==> src/rtl/rom_arbiter_pkg.sv <==
// rom_arbiter_pkg: state encoding and requester indices shared by the arbiter
package rom_arbiter_pkg;
  typedef enum logic [1:0] {IDLE = 2'd0, ISSUE = 2'd1, DONE = 2'd2} state_t;
  localparam logic REQ0 = 1'b0;
  localparam logic REQ1 = 1'b1;
  function automatic logic [1:0] idx_mask(logic idx);
    return idx ? 2'b10 : 2'b01;
  endfunction
endpackage

==> src/rtl/rom_arbiter_rr_pick2.sv <==
// rr_pick2: two-way round-robin pick; a tie goes to the requester that was not granted last
module rr_pick2 (
  input  logic       req0,
  input  logic       req1,
  input  logic       last_grant,
  input  logic [1:0] excl,
  output logic       grant_valid,
  output logic       grant_idx
);
  logic r0, r1;
  always_comb begin
    r0 = req0 & ~excl[0];
    r1 = req1 & ~excl[1];
    grant_valid = r0 | r1;
    grant_idx = (r0 & r1) ? ~last_grant : r1;
  end
endmodule

==> src/rtl/rom_arbiter.sv <==
// rom_arbiter: shares one external synchronous ROM between fetch (0) and data (1) requesters
module rom_arbiter
  import rom_arbiter_pkg::*;
#(
  parameter int ADDR_W = 7,
  parameter int DATA_W = 8
) (
  input  logic              clk,
  input  logic              reset,
  input  logic              req0,
  input  logic              req1,
  input  logic [ADDR_W-1:0] addr0,
  input  logic [ADDR_W-1:0] addr1,
  output logic              ack0,
  output logic              ack1,
  output logic [DATA_W-1:0] data0,
  output logic [DATA_W-1:0] data1,
  output logic [ADDR_W-1:0] rom_addr,
  output logic              rom_enable_out,
  input  logic [DATA_W-1:0] rom_data
);
  state_t state_q, state_d;
  logic owner_q, owner_d, last_grant_q, last_grant_d;
  logic [ADDR_W-1:0] rom_addr_q, rom_addr_d;
  logic [1:0] excl;
  logic grant_valid, grant_idx, take, done;

  rr_pick2 u_pick (
    .req0        (req0),
    .req1        (req1),
    .last_grant  (last_grant_q),
    .excl        (excl),
    .grant_valid (grant_valid),
    .grant_idx   (grant_idx)
  );

  // The requester served in DONE sits out that cycle's arbitration
  always_comb begin
    excl = (state_q == DONE) ? idx_mask(owner_q) : 2'b00;
    take = grant_valid && (state_q == IDLE || state_q == DONE);
    state_d = (state_q == ISSUE) ? DONE : take ? ISSUE : IDLE;
    owner_d = take ? grant_idx : owner_q;
    rom_addr_d = take ? (grant_idx ? addr1 : addr0) : rom_addr_q;
    last_grant_d = (state_q == DONE) ? owner_q : last_grant_q;
    done = (state_q == DONE) && !reset;
    ack0 = done && owner_q == REQ0;
    ack1 = done && owner_q == REQ1;
    data0 = ack0 ? rom_data : '0;
    data1 = ack1 ? rom_data : '0;
    rom_enable_out = done;
    rom_addr = rom_addr_q;
  end

  always_ff @(posedge clk) begin
    if (reset) begin
      state_q <= IDLE;
      owner_q <= REQ0;
      last_grant_q <= REQ1;
      rom_addr_q <= '0;
    end else begin
      state_q <= state_d;
      owner_q <= owner_d;
      last_grant_q <= last_grant_d;
      rom_addr_q <= rom_addr_d;
    end
  end
endmodule

==> config.mk <==
export PLATFORM = sky130hd
export DESIGN_NAME = rom_arbiter
export DESIGN_NICKNAME = d
export VERILOG_FILES = /design/src/rtl/rom_arbiter_pkg.sv /design/src/rtl/rom_arbiter_rr_pick2.sv /design/src/rtl/rom_arbiter.sv
export SDC_FILE = /design/constraint.sdc
export NUM_CORES = 1
export LEC_CHECK = 0
export CAP_MARGIN = 20
export CORE_MARGIN = 10
export CORE_UTILIZATION = 40
export CTS_CLUSTER_SIZE = 25
export DETAILED_ROUTE_END_ITERATION = 8
export DONT_BUFFER_PORTS = 1
export GPL_ROUTABILITY_DRIVEN = 0
export PLACE_DENSITY = 0.63
export SKIP_LAST_GASP = 1
export SYNTH_ARGS = -nofsm -noshare
export SYNTH_HDL_FRONTEND = slang
export SYNTH_HIERARCHICAL = 1
export SYNTH_SLANG_ARGS = --single-unit
==> constraint.sdc <==
create_clock -name clk -period 3.6 [get_ports clk]
set_input_delay 0.18 -clock clk [delete_from_list [all_inputs] [get_ports clk]]
set_output_delay 0.18 -clock clk [all_outputs]
set_load 0.05 [all_outputs]
-- After elaboration in Yosys (flattened, before gate mapping)
Cells that the tools add are included.
- register bits after elaboration: 11
- output and inout port bits: 26
- input bits: 26
- logic and storage cells: 31
- equality and inequality tests: 2
- multiplexer cells: 8
- bitwise gates (word level): 8
- reductions and logical operators: 8
- operators with widths (cell ; count):
    8-bit two-way mux ; 2
    7-bit two-way mux ; 1
    2-bit two-way mux ; 3
    1-bit logical AND ; 4
    1-bit inverter ; 4
    1-bit bitwise AND ; 3
    2-bit by 1-bit == test with 1-bit output (second input constant) ; 1
    2-bit == test (second input constant) ; 1
    2-bit zero test ; 1
    1-bit two-way mux ; 2
    2-bit OR reduction ; 1
    1-bit zero test ; 1
    1-bit logical OR ; 1
    1-bit bitwise OR ; 1

-- Longest topological paths before layout
- depth in word-level cells: 8
- depth in mapped cells: 8
- mapped depth without buffers: 7

-- By module
Netlist, hierarchy kept.
- by module, submodules not included (module ; instances ; cells an instance ; area an instance (sq um) ; sequential area each (sq um)):
    rom_arbiter ; 1 ; 66 ; 613.1 ; 220.2
    rr_pick2 ; 1 ; 5 ; 38.8 ; 0.0

-- Least setup slack after synthesis
OpenSTA, ideal clock, no wires.
- kind: reg2out
- start point: reg owner_q
- end point: out data1[0]
- data required time: 3420 ps
- arrival time: 1554 ps
- setup slack: 1866 ps
- buffers on the path: 0
- stages on the path, launching flop included: 4
- cell sequence: dfxtp_1 inv_2 nor3_4 and2_1
- longest elaborated chain between the ends: 2
- ends and longest elaborated chain (item ; RTL line ; RTL):
    start, declared ; rom_arbiter.sv:23 ; logic owner_q, owner_d, last_grant_q, last_grant_d;
    start signal, assigned ; rom_arbiter.sv:62 ; owner_q <= owner_d;
    1-bit logical AND ; rom_arbiter.sv:47 ; ack1 = done && owner_q == REQ1;
    via ack1 ; rom_arbiter.sv:15 ; output logic ack1,
    8-bit two-way mux ; rom_arbiter.sv:49 ; data1 = ack1 ? rom_data : '0;
    end, declared ; rom_arbiter.sv:17 ; output logic [DATA_W-1:0] data1,
The timed path passes the listed nets, and every way through them passes these cells.

-- Worst setup path in the final report
- start point: reg owner_q
- end point: out data1[7]
The elaborated chain is that of the path after synthesis.

==> reports/results.md <==
* TritonCTS clock tree: yes
* post-DR wirelength/cell: 18.5 microns
* die outline height: 60.4 microns
* total of cells resized after clock tree synthesis: 0
* Worst Hold Depth: 1
* area inside the core boundary: 1520 sq um
* IO Pins: 52
* fraction of final layout cells sized beyond drive strength 1: 16.4%
* internal reg-to-reg setup slack: 1.76 ns
* max frequency: 0.465 GHz
* number of global-route vias before repair: 487
* GRT Overall Usage: 8.61%
* post-synthesis instance area: 652 sq um
* share of synthesized registers carrying an async set or reset: 0%
* synth top area cells: sky130_fd_sc_hd__dfxtp_1 (34%), sky130_fd_sc_hd__and2_1 (15%), sky130_fd_sc_hd__mux2i_1 (11%)
* full die area: 3640 sq um
* violation count after the first detailed-routing iteration: 12
* initial antenna violation count: 0
* number of buffers on the longest clock path: 2
* clock tree root buffer cell: sky130_fd_sc_hd__clkbuf_4
* Final Critical Period: 2.15 ns
* Max FO, Critical Path: 9
* critical path startpoint category: flip-flop
* number of max-cap violations: 0
* instance count of the mapped netlist: 71
* Num Clock Sinks: 11
* Post-Route Utilization: 45.2%
* Post-DP HPWL: 1.35 mm
* area share of the largest cell type after synthesis: 33.8%
* pwr/cell area: 445 nW/um^2
* met3 capacity usage during global routing: 6.89%
* Post-synth EDFFs: 0
* Static Leak: 0.000272 uW
* end point of the most critical hold path: last_grant_q
* clock-pin slew of the registers on the worst-case setup and hold paths: 0.06 ns
* Tightest Hold Check Type: in -> reg
* post-synth top area cell: sky130_fd_sc_hd__dfxtp_1
* Hold Fails Final Rpt: 0
* Worst setup startpoint: owner_q
* worst-case headroom to the max-slew limit: 38.4%
* setup repair after global routing missed its margin: no
* residual overflow from global routing: 0
* CP Capture Type: output pin
* x dimension of the die: 60.4 microns
* Worst Setup Path Type: reg -> out
* #FFs+latches synth: 11
* number of nets with antenna violations after detailed routing: 0
* detailed-route via count: 495
* post-route clock skew: 0.00321 ns
* cell with the most instances after synthesis: sky130_fd_sc_hd__and2_1
* count of input and output buffers: 0
* most common library cells after synthesis: sky130_fd_sc_hd__and2_1 (16), sky130_fd_sc_hd__dfxtp_1 (11), sky130_fd_sc_hd__nor2_1 (11), sky130_fd_sc_hd__mux2i_1 (7), sky130_fd_sc_hd__a211oi_1 (5)
* Worst EP required: 3.42 ns
* cts bufs inserted: 3
* Least-Margin Pin Slew: 0.920 ns
* number of max-slew violations in the final report: 0
* clock latency at the later pin of the worst-skew pair: 0.26 ns
* Seq/Total Area, Yosys: 33.8%
* worst flop-to-flop path endpoint: rom_addr[0]
* # Post-CTS Setup Buffers: 0
* run status: completed
* met1 capacity usage during global routing: 8.70%
* final worst-path cycle share: 59.7%
* NumNets Final: 100
* worst hold start: reset
* global-route layer with the greatest usage: met2
* count of TritonRoute iterations in the first routing pass: 4
* first-pass GRT wire length: 2.41 mm
* Post-Syn Area per Cell: 9.18 sq um
* ant diodes: 0
* aggregate routed wire length: 1.65 mm
* ratio of routed vias to standard cells: 5.56
* DRC violation count after routing: 0
* total of endpoints with negative setup slack in the final report: 0
* starting density of the core: 42.8%
* pin count of the biggest net entering global routing: 16
* most used flip-flop cell after synthesis: sky130_fd_sc_hd__dfxtp_1
* P&R area growth vs syn: 5.57%
* H-tree depth: 1
* post-synth cell types: 20
* data arrival time of the critical path: 1.97 ns
* RR Startpoint: state_q[0]
* setup TNS after final layout: 0 ns
* YS warnings: 6
* Synth Net Count: 97
* met2 track utilization from global routing: 13.2%
* number of rows created at floorplan: 14
* VDD IR-drop max: 0.287 mV
* count of cells along the worst register-to-register path: 6
cell usage in the layout (no fill, tap or decap), drive strengths merged, types with 2 or more instances in the layout:
cell type  Yosys  routed
and2          16      16
nor2          11      11
dfxtp         11      11
mux2i          7       7
a211oi         7       7
clkbuf         0       4
nand2b         3       3
inv            3       3
nor3           2       2
nand2          2       2
how the worst max path moves through the flow:
| stage | to | slack [ns] |
|---|---|---|
| after CTS | data1[7] | 1.44 |
| after global placement | data1[4] | 1.75 |
| after floorplan | data1[0] | 1.87 |
| final | data1[7] | 1.45 |
| after detailed placement | data1[7] | 1.73 |
| after global routing | data1[7] | 1.35 |
routing by layer:
layer | vias up | share of wire, %
met4 | 0 | 0.73
met3 | 2 | 16
met5 | - | 0
li1 | 245 | -
met2 | 30 | 46
met1 | 218 | 37
through the flow:
step	total power (uW)	setup WS (ns)	area (sq um)	hold WS, ns	cells
after floorplan	222	1.87	652	0.256	71
after global placement	225	1.75	652	0.248	84
after detailed placement	227	1.73	652	0.250	84
after CTS	310	1.44	688	0.0247	89
after global routing	327	1.35	688	0.0244	89
final	306	1.45	688	0.0246	89
state kept, by name (all words and copies together), names as in the netlist:
signal,count
state_q,2
last_grant_q,1
rom_addr,7
owner_q,1
where the power goes:
group	leakage (uW)	switching [uW]	internal, uW
Combinational	0.000166	32.7	20.3
Clock	0.0000150	38.3	42.8
Sequential	0.0000912	38.8	133
area by class of cell:
type	count	area, sq um
fill	160	836
multi-input combinational	54	400
sequential	11	220
clock buffer	4	26.3
tap	16	20.0
inverter	3	11.3
timing repair buffer	1	10.0
cell families after synthesis:
group | count (synthesis) | share of synthesized area [%]
AOI/OAI and AO/OA | 11 | 14.4
buffers and inverters | 6 | 4.80
DFF | 11 | 33.8
muxes | 7 | 10.7
and+or+nand+nor | 36 | 36.3
worst max-delay path: stages, from the launching register on:
cell	delay, ns
sky130_fd_sc_hd__dfxtp_1	0.45
sky130_fd_sc_hd__inv_2	0.08
sky130_fd_sc_hd__nor3_4	0.63
sky130_fd_sc_hd__and2_1	0.55
what timing repair did:
item,4_1_cts,5_1_grt
setup endpoints to repair,0,0
hold buffers,1,0
endpoints found under the hold margin,10,0
Power figures use the tool's default switching activity.
